### src/rtl/iagc_mem_sequencer.sv
// iagc_mem_sequencer: drives the IAGC sample BRAM for the top-level FSM.
// Performs decimated ADC capture, zero-fill, or byte-serial dump to the UART,
// and returns a one-cycle end pulse per finished operation. All outputs are
// registered; a status change away from the active code aborts immediately.
`timescale 1ns/1ps
module iagc_mem_sequencer #(
   parameter int unsigned STATUS_SIZE    = 4,
   parameter int unsigned ADDR_SIZE      = 12,
   parameter int unsigned DATA_SIZE      = 14,
   parameter int unsigned DECIMATOR_SIZE = 4,
   parameter int unsigned TX_SIZE        = 8
) (
   input  logic                      i_clock,
   input  logic                      i_reset_n,
   input  logic [STATUS_SIZE-1:0]    i_status,
   input  logic [ADDR_SIZE-1:0]      i_memory_size,
   input  logic [DECIMATOR_SIZE-1:0] i_decimator,
   input  logic                      i_adc_valid,
   input  logic [DATA_SIZE-1:0]      i_adc_data,
   input  logic [DATA_SIZE-1:0]      i_mem_rdata,
   input  logic                      i_tx_ready,
   output logic                      o_mem_we,
   output logic [ADDR_SIZE-1:0]      o_mem_addr,
   output logic [DATA_SIZE-1:0]      o_mem_wdata,
   output logic                      o_tx_valid,
   output logic [TX_SIZE-1:0]        o_tx_data,
   output logic                      o_sample_end,
   output logic                      o_dump_end,
   output logic                      o_clean_end,
   output logic                      o_busy
);

   // One extra bit so a limit of 2^ADDR_SIZE is representable.
   localparam int unsigned CntW = ADDR_SIZE + 1;

   localparam logic [STATUS_SIZE-1:0] CodeSample = STATUS_SIZE'(4'b0011);
   localparam logic [STATUS_SIZE-1:0] CodeDump   = STATUS_SIZE'(4'b0111);
   localparam logic [STATUS_SIZE-1:0] CodeClean  = STATUS_SIZE'(4'b1000);

   typedef enum logic [2:0] {
      StIdle,
      StCapture,
      StClean,
      StDumpRd,
      StDumpWait,
      StDumpHi,
      StDumpLo,
      StDone
   } state_e;

   state_e                    state_q;
   logic [STATUS_SIZE-1:0]    op_q;
   logic [CntW-1:0]           limit_q;
   logic [CntW-1:0]           count_q;
   logic [DECIMATOR_SIZE-1:0] dec_n_q;
   logic [DECIMATOR_SIZE-1:0] dec_cnt_q;
   logic [7:0]                lo_byte_q;
   logic                      mem_we_q;
   logic [ADDR_SIZE-1:0]      mem_addr_q;
   logic [DATA_SIZE-1:0]      mem_wdata_q;
   logic                      tx_valid_q;
   logic [TX_SIZE-1:0]        tx_data_q;
   logic                      sample_end_q;
   logic                      dump_end_q;
   logic                      clean_end_q;
   logic                      busy_q;

   logic [CntW-1:0]           entry_limit;
   logic [DECIMATOR_SIZE-1:0] entry_dec;
   logic [CntW-1:0]           count_inc;
   logic                      last_word;
   logic [DECIMATOR_SIZE-1:0] dec_cnt_inc;
   logic                      dec_wrap;
   logic [TX_SIZE-1:0]        tx_hi;

   // Entry values and counter helpers.
   always_comb begin
      entry_limit = (i_memory_size == '0) ? {1'b1, {ADDR_SIZE{1'b0}}} : {1'b0, i_memory_size};
      entry_dec   = (i_decimator == '0) ? DECIMATOR_SIZE'(1) : i_decimator;
      count_inc   = count_q + CntW'(1);
      last_word   = (count_inc == limit_q);
      dec_cnt_inc = dec_cnt_q + DECIMATOR_SIZE'(1);
      dec_wrap    = (dec_cnt_inc == dec_n_q);
      tx_hi       = TX_SIZE'(i_mem_rdata[DATA_SIZE-1:8]);
   end

   // Sequencer FSM with registered outputs.
   always_ff @(posedge i_clock or negedge i_reset_n) begin
      if (!i_reset_n) begin
         state_q      <= StIdle;
         op_q         <= '0;
         limit_q      <= '0;
         count_q      <= '0;
         dec_n_q      <= '0;
         dec_cnt_q    <= '0;
         lo_byte_q    <= '0;
         mem_we_q     <= 1'b0;
         mem_addr_q   <= '0;
         mem_wdata_q  <= '0;
         tx_valid_q   <= 1'b0;
         tx_data_q    <= '0;
         sample_end_q <= 1'b0;
         dump_end_q   <= 1'b0;
         clean_end_q  <= 1'b0;
         busy_q       <= 1'b0;
      end else begin
         mem_we_q     <= 1'b0;
         sample_end_q <= 1'b0;
         dump_end_q   <= 1'b0;
         clean_end_q  <= 1'b0;
         if (state_q != StIdle && i_status != op_q) begin
            // Abort or normal exit from DONE: nothing further is written or sent.
            state_q    <= StIdle;
            tx_valid_q <= 1'b0;
            busy_q     <= 1'b0;
         end else begin
            unique case (state_q)
               StIdle: begin
                  // Parameters are latched every idle cycle; only the matching one sticks.
                  op_q      <= i_status;
                  limit_q   <= entry_limit;
                  dec_n_q   <= entry_dec;
                  dec_cnt_q <= '0;
                  count_q   <= '0;
                  case (i_status)
                     CodeSample: begin
                        state_q <= StCapture;
                        busy_q  <= 1'b1;
                     end
                     CodeDump: begin
                        state_q    <= StDumpRd;
                        busy_q     <= 1'b1;
                        mem_addr_q <= '0;
                     end
                     CodeClean: begin
                        state_q <= StClean;
                        busy_q  <= 1'b1;
                     end
                     default: ;
                  endcase
               end
               StCapture: begin
                  if (i_adc_valid) begin
                     dec_cnt_q <= dec_wrap ? '0 : dec_cnt_inc;
                     if (dec_cnt_q == '0) begin
                        mem_we_q    <= 1'b1;
                        mem_addr_q  <= count_q[ADDR_SIZE-1:0];
                        mem_wdata_q <= i_adc_data;
                        count_q     <= count_inc;
                        if (last_word) begin
                           sample_end_q <= 1'b1;
                           state_q      <= StDone;
                        end
                     end
                  end
               end
               StClean: begin
                  mem_we_q    <= 1'b1;
                  mem_addr_q  <= count_q[ADDR_SIZE-1:0];
                  mem_wdata_q <= '0;
                  count_q     <= count_inc;
                  if (last_word) begin
                     clean_end_q <= 1'b1;
                     state_q     <= StDone;
                  end
               end
               StDumpRd: begin
                  state_q <= StDumpWait;
               end
               StDumpWait: begin
                  lo_byte_q  <= i_mem_rdata[7:0];
                  tx_valid_q <= 1'b1;
                  tx_data_q  <= tx_hi;
                  state_q    <= StDumpHi;
               end
               StDumpHi: begin
                  if (i_tx_ready) begin
                     tx_data_q <= TX_SIZE'(lo_byte_q);
                     state_q   <= StDumpLo;
                  end
               end
               StDumpLo: begin
                  if (i_tx_ready) begin
                     tx_valid_q <= 1'b0;
                     if (last_word) begin
                        dump_end_q <= 1'b1;
                        state_q    <= StDone;
                     end else begin
                        count_q    <= count_inc;
                        mem_addr_q <= count_inc[ADDR_SIZE-1:0];
                        state_q    <= StDumpRd;
                     end
                  end
               end
               StDone: ;
               default: state_q <= StIdle;
            endcase
         end
      end
   end

   assign o_mem_we     = mem_we_q;
   assign o_mem_addr   = mem_addr_q;
   assign o_mem_wdata  = mem_wdata_q;
   assign o_tx_valid   = tx_valid_q;
   assign o_tx_data    = tx_data_q;
   assign o_sample_end = sample_end_q;
   assign o_dump_end   = dump_end_q;
   assign o_clean_end  = clean_end_q;
   assign o_busy       = busy_q;

endmodule
### config.mk
export PLATFORM = sky130hd
export DESIGN_NAME = iagc_mem_sequencer
export DESIGN_NICKNAME = d
export VERILOG_FILES = /design/src/rtl/iagc_mem_sequencer.sv
export SDC_FILE = /design/constraint.sdc
export NUM_CORES = 1
export LEC_CHECK = 0
export ABC_AREA = 1
export CAP_MARGIN = 10
export CORE_MARGIN = 2
export CORE_UTILIZATION = 57
export DETAILED_ROUTE_END_ITERATION = 8
export PLACE_DENSITY = 0.86
export SLEW_MARGIN = 20
export SYNTH_ARGS = -nofsm -noshare
export SYNTH_HDL_FRONTEND = slang
export SYNTH_SLANG_ARGS = --single-unit
### constraint.sdc
create_clock -name i_clock -period 3.95 [get_ports i_clock]
set_input_delay 0.395 -clock i_clock [delete_from_list [all_inputs] [get_ports i_clock]]
set_output_delay 0.395 -clock i_clock [all_outputs]
set_load 0.02 [all_outputs]
## Word-level counts from Yosys, hierarchy flattened

Index checks and enable logic that the tools add are counted.

| word-level totals | value |
|---|---|
| output and inout port bits | 40 |
| input port bits | 52 |
| flip-flop bits (word level) | 89 |

| cells by class | value |
|---|---|
| multiplexer cells | 50 |
| equality and inequality tests | 23 |
| bitwise operators | 1 |
| $add $sub $neg | 2 |
| reductions and logical operators | 25 |

Operator list:

| kind | count |
|---|---|
| $mux W13 | 5 |
| $mux W12 | 5 |
| $pmux W13 S4 | 1 |
| $pmux W12 S4 | 1 |
| $mux W14 | 2 |
| $pmux W14 S2 | 1 |
| $mux W3 | 7 |
| $pmux W3 S7 | 1 |
| $mux W1 | 18 |
| $pmux W8 S2 | 1 |
| $add A13 B1 Y13 const B | 1 |
| $eq A13 B13 Y1 | 1 |
| $logic_not A12 Y1 | 1 |
| $mux W4 | 3 |
| $ne A2 B2 Y1 const B | 6 |
| $ne A3 B3 Y1 const B | 4 |
| $reduce_and A6 Y1 | 2 |
| $reduce_bool A2 Y1 | 5 |
| $eq A3 B3 Y1 const B | 3 |
| $pmux W3 S3 | 1 |
| $logic_not A4 Y1 | 2 |
| $mux W8 | 1 |
| $pmux W4 S2 | 1 |
| $reduce_and A2 Y1 | 4 |
| 20 further kinds | 24 |

## Logic depth before layout (Yosys ltp)

Gate-level depths: netlist of the first run.

| depth | value |
|---|---|
| depth in word-level cells | 7 |
| gate-level depth with buffers | 15 |
| depth with buffers taken out | 15 |

## Worst setup path before layout of the first run

OpenSTA, ideal clock, no wires.

| path | value |
|---|---|
| path kind | flip-flop to flip-flop |
| start | reg count_q[0] |
| end | reg count_q[0] |
| stages on the path, launching flop included | 12 |
| setup time | 0.117 ns |
| slack | 1.914 ns |
| buffers on the path | 1 |
| data arrival time | 1.919 ns |
| data required time | 3.833 ns |
| cell sequence | dfrtp_1 > ha_1 > nand3_1 > clkinv_1 > nand3_1 > nand2_1 > nand2_1 > xor2_1 > nand4_4 > buf_2 > nand4_1 > nand2_1 |

| between the ends | value |
|---|---|
| longest elaborated chain between the ends | 4 |
| elaborated cells between the ends (all ways) | 9 |
| classes of those cells | add/sub (1); eq/ne (2); mux (5); reduce/logical (1) |

RTL lines:

| element | RTL line | text |
|---|---|---|
| start, declared | 54 | `logic [CntW-1:0] count_q;` |
| start signal, assigned | 149 | `count_q <= count_inc;` |
| start signal, assigned | 161 | `count_q <= count_inc;` |
| start signal, assigned | 189 | `count_q <= count_inc;` |
| $add A13 B1 Y13 (*) | 80 | `count_inc = count_q + CntW'(1);` |
| $eq A13 B13 Y1 (tied with other cells) | 81 | `last_word = (count_inc == limit_q);` |
| $ne A2 B2 Y1 (no source line) (tied with other cells) | -- |  |
| $reduce_and A6 Y1 (no source line) / $pmux W13 S4 (equally long branches) | -- |  |

Mark *: on every way between the ends. The rest lies on a longest branch, timed or not. The select of a mux whose other input is x is not followed.
A chain may end at the register's enable or synchronous reset.

## Worst setup path in the final report of the first run

| path | value |
|---|---|
| start | reg state_q[1] |
| end | reg count_q[5] |

| between the ends | value |
|---|---|
| longest elaborated chain between the ends | 4 |
| elaborated cells between the ends (all ways) | 14 |
| classes of those cells | eq/ne (7); mux (1); bitwise (1); reduce/logical (5) |

RTL lines:

| element | RTL line | text |
|---|---|---|
| start, declared | 51 | `state_e state_q;` |
| start signal, assigned | 90 | `state_q <= StIdle;` |
| start signal, assigned | 113 | `state_q <= StIdle;` |
| start signal, assigned | 127 | `state_q <= StCapture;` |
| parallel branches: the longest is 4 deep, another holds $reduce_and A6 Y1 | -- |  |

Several ways; the timed one is not identified.

==> results of run 1 <==
## flip-flops by register name, summed over array words and instances (netlist names)
signal	count
count_q	13
o_mem_addr	12
o_clean_end	1
o_dump_end	1
dec_cnt_q	4
dec_n_q	4
op_q	4
lo_byte_q	8
limit_q	13
o_tx_valid	1
state_q	3
o_tx_data	8
o_mem_we	1
o_sample_end	1
o_busy	1
o_mem_wdata	14
## cells by family (layout without fill, tap and decap cells)
family | after synthesis | after routing
adder cells (fa/ha/maj) | 3 | 3
buffers and inverters | 85 | 170
AND/OR/NAND/NOR | 363 | 363
flip-flops | 89 | 89
XOR/XNOR | 10 | 10
multiplexers | 8 | 8
AO/OA/AOI/OAI | 81 | 81
## area by class of cell
type	instances	area, um^2
multi-input cells	465	2350
flip-flops and latches	89	2230
fillers	634	2230
repair buffers	93	927
inverters	62	233
well taps	105	131
clock buffers	10	128
clock inverters	5	81.3
## layer usage
metal / track usage / wire length (um)
met1: 0.375 / 5470
met4: 0.0758 / 163
met2: 0.420 / 5450
met3: 0.0318 / 794
met5: 0 / 0
## metrics by stage
stage               cells  utilization  hold slack [ns]  setup slack [ns]  cell area (um^2)
finish                829        0.732           0.0382             0.986              6070
global route          829        0.732            0.129             0.713              6070
CTS                   829        0.731            0.279              1.02              6070
detailed placement    814        0.706            0.460              1.08              5860
global placement      814        0.706            0.455              1.17              5860
floorplan             639            -           0.0994              1.91              4920
## worst max-delay path by stage
| stage | from | endpoint |
|---|---|---|
| after floorplan | count_q[0] | count_q[0] |
| after global placement | state_q[1] | count_q[0] |
| after detailed placement | state_q[1] | count_q[12] |
| after CTS | state_q[1] | count_q[5] |
| after global routing | state_q[1] | count_q[5] |
| final | state_q[1] | count_q[5] |
## cells in the mapped netlist (4+ instances only)
master    count  share of area
nand3_1      58          0.059
nand2_2       8          0.010
xor2_1        8          0.014
o22ai_1      14          0.018
dfrtp_1      89           0.45
o21ai_0      48          0.049
nand3_2       4         0.0081
nor2_4        6          0.014
inv_1        55          0.042
clkbuf_1     14          0.011
inv_2         5         0.0038
a21oi_1       7         0.0071
nand4_1      31          0.039
o41ai_1       6          0.011
nor2_1       59          0.045
nand2_1     183           0.14
buf_2         7         0.0071
mux2_2        8          0.018
## critical path: cells and delay by family (launching register included)
family | cells | cell delay (ns)
AND/OR/NAND/NOR | 9 | 1.98
flip-flops | 1 | 0.48
buffers and inverters | 3 | 0.38
## report_power, final
part,switching (mW),internal (mW),total [mW]
logic,1.20,0.620,1.82
clock network,0.317,0.353,0.670
registers,0.194,1.17,1.37
total,1.71,2.15,3.85
==> impl_metrics.tcl, run 1 <==
set metrics [dict create \
    status "finished, final reports clean" \
    crit_arrival_ns 3.21 \
    synthSimpleGateAreaFrac 0.341 \
    reg2reg_from "state_q[1]" \
    worstSetupPathType "reg -> reg" \
    hpwl_um 8970 \
    antenna_found_initial 0 \
    end_kind "flop" \
    grtUsageTotal 0.261 \
    yosysWarnings 0 \
    firstDrtPassIters 6 \
    die-area_um2 9380 \
    dieWidth_um 96.9 \
    cap_violations 0 \
    r2r-end "count_q[5]" \
    timing_hold_violations_final 0 \
    async_flop_share 1.00 \
    num_antenna_cells 0 \
    synth_top_flop_cell "dfrtp_1" \
    core_area_um2 8300 \
    synth.avg_cell_area_um2 7.69 \
    rr_worst_depth 12 \
    cts_resized 0 \
    period_needed_ns 2.96 \
    drt-initial-drc-count 310 \
    tightest_slew_ns 0.890 \
    period_share 0.750 \
    synthAdderAreaFrac 0.00764 \
    setup-violations-final 0 \
    routed_wl_um 11900 \
    insertion_delay_ns 0.36 \
    synth.area.mux_share 0.0183 \
    rsz0062_at_grt "no" \
    crit_path_cell_trace "nor2_4 > inv_2 > nor2_8 > inv_2 > nand2_2 > inv_2 > nor2_4 > nand2_2 > nor2_2 > nand3_2 > nand2_1 > nand2_1" \
    final_cell_mix "nand2_1 (183), clkdlybuf4s50_1 (90), dfrtp_1 (89)" \
    cts_tree "yes" \
    avgRoutedWirePerCell_um 14.3 \
    grt_overflow_total 0 \
    synthCells 639 \
    grt_max_degree 90 \
    fin_tns_setup_ns 0 \
    synthXorXnorAreaFrac 0.0178 \
    cpMostUsedCell "inv_2" \
    die_y_um 96.9 \
    clock.fmax_mhz 337 \
    cts_hold_buf 0 \
    synth_compound_area_frac 0.0929 \
    required_ns 4.19 \
    synth_cell_types 35 \
    num_vias 4643 \
    critical_path.max_stage_delay_ns 0.48 \
    finClkSkew_ns 0.0132 \
    io_buffer_count 91 \
    crit_fanout 28 \
    clock-sinks 89 \
    numCtsBuffers 9 \
    place.gp.congestion 0.918 \
    synth_nets 694 \
    finalNetCount 775 \
    holdCritPathClass "in -> async" \
    p_per_area_nw_per_um2 634 \
    vdd_drop_max_uv 360 \
    worstSetupStartpointType "flop" \
    r2r_slack_ns 0.99 \
    cts_setup_buffers 0 \
    layout_commonest_cell "nand2_1" \
    synth_top_family_by_area "simple AND/OR/NAND/NOR gates" \
    grt_pass1_wl_um 20400 \
    h-tree-depth 3 \
    slowest_stage "dfrtp_1" \
    ys_seq_elements 89 \
    power.total_mw 3.85 \
    syn_to_final_growth_pct 23.5 \
    drive_gt1_frac 0.0746 \
    via_per_inst 5.60 \
    rows 33 \
    postRouteAntennaNets 0 \
    grt_pass1_vias 4319 \
    drv_slew 0 \
    clk_path_buf_depth 2 \
    start_util 0.592 \
    synthesis.area_um2 4920 \
    root_buffer "clkbuf_8" \
    ys_seq_area_frac 0.453 \
    p_leak_nw 2.90 \
    max_slew_margin 0.403 \
    path_clk_slew_ns 0.09 \
    synth-edff-count 0 \
    io_pins 92 \
    drc_errors 0 \
]
Note: power is estimated with default switching activity, not from simulation.
==> run 2: changes to the inputs <==
--- a/config.mk
+++ b/config.mk
@@ -8,9 +8,9 @@
 export ABC_AREA = 1
 export CAP_MARGIN = 10
 export CORE_MARGIN = 2
-export CORE_UTILIZATION = 57
+export CORE_UTILIZATION = 48
 export DETAILED_ROUTE_END_ITERATION = 8
-export PLACE_DENSITY = 0.86
+export PLACE_DENSITY = 0.77
 export SLEW_MARGIN = 20
 export SYNTH_ARGS = -nofsm -noshare
 export SYNTH_HDL_FRONTEND = slang
==> constraint.sdc (replaced) <==
create_clock -name i_clock -period 2.6 [get_ports i_clock]
set_input_delay 0.26 -clock i_clock [delete_from_list [all_inputs] [get_ports i_clock]]
set_output_delay 0.26 -clock i_clock [all_outputs]
set_load 0.02 [all_outputs]
==> impl_metrics.tcl, run 2 (synthesis gave the netlist of run 1 again) <==
set metrics [dict create \
    layout_commonest_cell "nand2_1" \
    die_y_um 105 \
    insertion_delay_ns 0.36 \
    clock.fmax_mhz 434 \
    crit_fanout 10 \
    power.share.switching 0.437 \
    grt_pass1_vias 4367 \
    combPwrFrac 0.498 \
    num_antenna_cells 0 \
    setup_slack_ns 0.297 \
    fin_tns_setup_ns 0 \
    switching_power_mw 2.62 \
    root_buffer "clkbuf_8" \
    clk_path_buf_depth 2 \
    num_vias 4643 \
    drt-initial-drc-count 349 \
    io_buffer_count 91 \
    die-area_um2 11100 \
    place.gp.congestion 0.952 \
    dieWidth_um 105 \
    dp_worst_setup_slack_ns 0.167 \
    io_pins 92 \
    holdCritPathClass "in -> async" \
    period_needed_ns 2.30 \
    final_cell_mix "nand2_1 (183), clkdlybuf4s50_1 (90), dfrtp_1 (89)" \
    met3_length_um 807 \
    required_ns 2.85 \
    firstDrtPassIters 6 \
    numCtsBuffers 9 \
    grt_pass1_wl_um 20500 \
    grt_overflow_total 0 \
    clock-sinks 89 \
    worstSetupPathType "reg -> reg" \
    rsz0062_at_grt "no" \
    wl_met1_um 5580 \
    crit_arrival_ns 2.55 \
    cap_violations 0 \
    period_share 0.886 \
    finClkSkew_ns 0.00838 \
    h-tree-depth 3 \
    top_layer_used "met4" \
    final_core_util 0.634 \
    status "finished, final reports clean" \
    hpwl_um 9170 \
    largest_register_ff_count 14 \
    p_per_area_nw_per_um2 959 \
    avgRoutedWirePerCell_um 13.9 \
    vdd_drop_max_uv 524 \
    setup-violations-final 0 \
    core_area_um2 9860 \
    drc_errors 0 \
    postRouteAntennaNets 0 \
    tightest_slew_ns 0.524 \
    drv_slew 0 \
    route.met2.wl_um 5430 \
    syn_to_final_growth_pct 27.2 \
    grtUsageTotal 0.227 \
    timing_hold_violations_final 0 \
    worst_hold_slack_ns 0.415 \
    end_kind "flop" \
    grt_max_degree 51 \
    worstSetupStartpointType "flop" \
    start_util 0.498 \
    path_clk_slew_ns 0.08 \
    internal_power_mw 3.38 \
    pwr-share-seq 0.344 \
    routed_wl_um 12100 \
    antenna_found_initial 0 \
    p_leak_nw 2.99 \
    max_slew_margin 0.651 \
    p_clk_frac 0.158 \
    finalNetCount 793 \
    via_per_inst 5.31 \
    cts_tree "yes" \
    rows 36 \
    drive_gt1_frac 0.0958 \
]
==> run 2: cell type report <==
cell class | count | area [um^2]
fillers | 823 | 3610
multi-input cells | 465 | 2360
flip-flops and latches | 89 | 2230
repair buffers | 111 | 1070
inverters | 62 | 233
well taps | 133 | 166
clock buffers | 12 | 155
clock inverters | 2 | 38.8
==> run 2: metrics by stage <==
stage	total power, mW	cell area [um^2]	std cells
6_report	6.00	6250	874
5_1_grt	6.46	6250	874
4_1_cts	5.98	6220	872
3_5_place_dp	5.01	6020	857
3_3_place_gp	4.92	6020	857
2_1_floorplan	4.08	4920	639
==> run 2: worst paths after layout <==
path,slack [ns],to,depth (start not counted),start
worst max-delay path,0.30,o_mem_addr[2],13,count_q[0]
worst min-delay path,0.42,limit_q[8],2,i_reset_n
worst max register to register,0.30,o_mem_addr[2],13,count_q[0]
worst min register to register,0.47,o_mem_addr[5],2,o_mem_addr[5]
max in group asynchronous,1.55,lo_byte_q[1],3,i_reset_n
min in group i_clock,0.45,o_mem_wdata[12],3,i_adc_data[12]
==> run 2: metal layers <==
metal / track usage / up-vias
li1: - / 2320
met1: 0.319 / 2088
met5: 0 / -
met2: 0.347 / 204
met3: 0.0356 / 31
met4: 0.0943 / 0
==> run 2: critical path: stages, from the launching register on <==
cell and delay, ns:
dfrtp_1 0.37, ha_1 0.20, nand2_1 0.15, nor2_1 0.20
nand3_1 0.14, nand2_1 0.17, nand2_1 0.08, nand2_1 0.07
nand2_1 0.08, nor2_4 0.14, nand4_4 0.19, buf_4 0.24
nand4_1 0.08, nand2_1 0.07
==> run 2: what timing repair did <==
item	CTS	global route
resized for setup	0	2
setup endpoints to repair	0	25
buffers inserted	0	2
hold buffers	1	0
hold endpoints to repair	39	0
==> run 2: power by group through the flow <==
| stage | sequential, mW | clock (mW) | combinational (mW) |
|---|---|---|---|
| after floorplan | 2.16 | 0 | 1.92 |
| after global placement | 2.06 | 0 | 2.86 |
| after detailed placement | 2.08 | 0 | 2.92 |
| after CTS | 2.06 | 0.979 | 2.95 |
| after global routing | 2.11 | 1.04 | 3.31 |
| final | 2.06 | 0.949 | 2.99 |
==> run 3: changes to the inputs <==
--- a/config.mk
+++ b/config.mk
@@ -11,6 +11,7 @@
 export CORE_UTILIZATION = 48
 export DETAILED_ROUTE_END_ITERATION = 8
 export PLACE_DENSITY = 0.77
+export RECOVER_POWER = 25
 export SLEW_MARGIN = 20
 export SYNTH_ARGS = -nofsm -noshare
 export SYNTH_HDL_FRONTEND = slang
==> impl_metrics.tcl, run 3 (synthesis gave the netlist of run 1 again) <==
set metrics [dict create \
    final_core_util 0.633 \
    root_buffer "clkbuf_8" \
    dieWidth_um 105 \
    cpMostUsedCell "nand2_1" \
    postRouteAntennaNets 0 \
    worst_hold_slack_ns 0.446 \
    clock-sinks 89 \
    pwr-share-seq 0.344 \
    hpwl_um 9170 \
    worstSetupPathType "reg -> reg" \
    start_util 0.498 \
    period_needed_ns 2.30 \
    critPathLaunch "count_q[0]" \
    critical_path.max_stage_delay_ns 0.37 \
    worstSetupEndpoint "o_mem_addr[2]" \
    rr_worst_depth 13 \
    firstDrtPassIters 6 \
    max_slew_margin 0.349 \
    cts_tree "yes" \
    slowest_stage "dfrtp_1" \
    core_area_um2 9860 \
    final_cell_mix "nand2_1 (183), clkdlybuf4s50_1 (90), dfrtp_1 (89)" \
    design_area_um2 6240 \
    p_per_area_nw_per_um2 961 \
    grt_pass1_wl_um 20500 \
    worstSetupStartpointType "flop" \
    io_pins 92 \
    period_share 0.886 \
    num_antenna_cells 0 \
    r2r-end "o_mem_addr[2]" \
    power.share.switching 0.437 \
    finalNetCount 793 \
    io_buffer_count 91 \
    crit_arrival_ns 2.55 \
    internal_power_mw 3.37 \
    numCtsBuffers 9 \
    insertion_delay_ns 0.36 \
    clk_path_buf_depth 2 \
    place.gp.congestion 0.952 \
    fin_tns_setup_ns 0 \
    drc_errors 0 \
    drt-initial-drc-count 349 \
    clock.fmax_mhz 434 \
    rsz0062_at_grt "no" \
    rows 36 \
    grtUsageTotal 0.227 \
    vdd_drop_max_uv 523 \
    antenna_found_initial 0 \
    cap_violations 0 \
    critPathBufInv 1 \
    grt_pass1_vias 4367 \
    power.total_mw 6.00 \
    required_ns 2.85 \
    via_per_inst 5.31 \
    end_kind "flop" \
    setup-violations-final 0 \
    syn_to_final_growth_pct 26.9 \
    holdCritPathClass "in -> reg" \
    timing_hold_violations_final 0 \
    switching_power_mw 2.62 \
    drive_gt1_frac 0.0958 \
    num_vias 4644 \
    finClkSkew_ns 0.00890 \
    die_y_um 105 \
    crit_family "simple AND/OR/NAND/NOR gates" \
    grt_max_degree 51 \
    largest_register_ff_count 14 \
    die-area_um2 11100 \
    combPwrFrac 0.497 \
    layout_commonest_cell "nand2_1" \
    avgRoutedWirePerCell_um 13.9 \
    r2r_slack_ns 0.30 \
    crit_path_cell_trace "ha_1 > nand2_1 > nor2_1 > nand3_1 > nand2_1 > nand2_1 > nand2_1 > nand2_1 > nor2_4 > nand4_4 > buf_4 > nand4_1 > nand2_1" \
    reg2reg_from "count_q[0]" \
    crit_cells 13 \
    path_clk_slew_ns 0.09 \
    place_area_um2 6020 \
    h-tree-depth 3 \
    nFillCells 826 \
    status "finished, final reports clean" \
    p_clk_frac 0.159 \
    grt_overflow_total 0 \
    tightest_slew_ns 0.976 \
    routed_wl_um 12200 \
    drv_slew 0 \
    crit_fanout 10 \
    p_leak_nw 2.98 \
]
[run 3: repair_timing]
action	CTS	global route
hold buffers	1	0
resized for setup	0	2
buffers inserted	0	2
endpoints found under the setup margin	0	25
hold endpoints to repair	39	0
[run 3: tightest hold or removal path: stages]
cell and delay [ns]:
clkdlybuf4s50_1 0.40, nand3_1 0.08, nand2_1 0.04
[run 3: worst min path at each step]
stage                        start         endpoint  slack [ns]  cells after the start
floorplan                i_reset_n       count_q[0]       -0.04                      0
global placement         i_reset_n       limit_q[8]        0.26                      1
detailed placement       i_reset_n       limit_q[9]        0.27                      1
CTS                      i_reset_n       limit_q[9]        0.43                      2
global route         i_adc_data[7]   o_mem_wdata[7]        0.45                      3
finish              i_adc_data[12]  o_mem_wdata[12]        0.45                      3
[run 3: cell type report]
class	instances	area, um^2	share of cell area
Multi-Input combinational cell	465	2360	0.378
Inverter	62	233	0.0373
Clock buffer	12	155	0.0249
Sequential cell	89	2230	0.357
Tap cell	133	166	0.0267
Timing Repair Buffer	111	1060	0.170
Clock inverter	2	38.8	0.00622
[run 3: power groups by stage]
stage / sequential [mW] / combinational [mW] / clock (mW)
final: 2.06 / 2.98 / 0.952
after floorplan: 2.16 / 1.92 / 0
after global placement: 2.06 / 2.86 / 0
after detailed placement: 2.08 / 2.92 / 0
after CTS: 2.06 / 2.95 / 0.979
after global routing: 2.11 / 3.31 / 1.04
[run 3: layer usage]
layer	share of wire	GRT usage
met4	0.026	0.0943
met3	0.064	0.0356
met1	0.46	0.319
met2	0.45	0.347
met5	0	0
[run 3: stage by stage]
stage	cells	worst slack [ns]
after floorplan	639	0.564
after global placement	857	0.239
after detailed placement	857	0.167
after CTS	872	0.103
after global routing	874	0.133
final	874	0.298
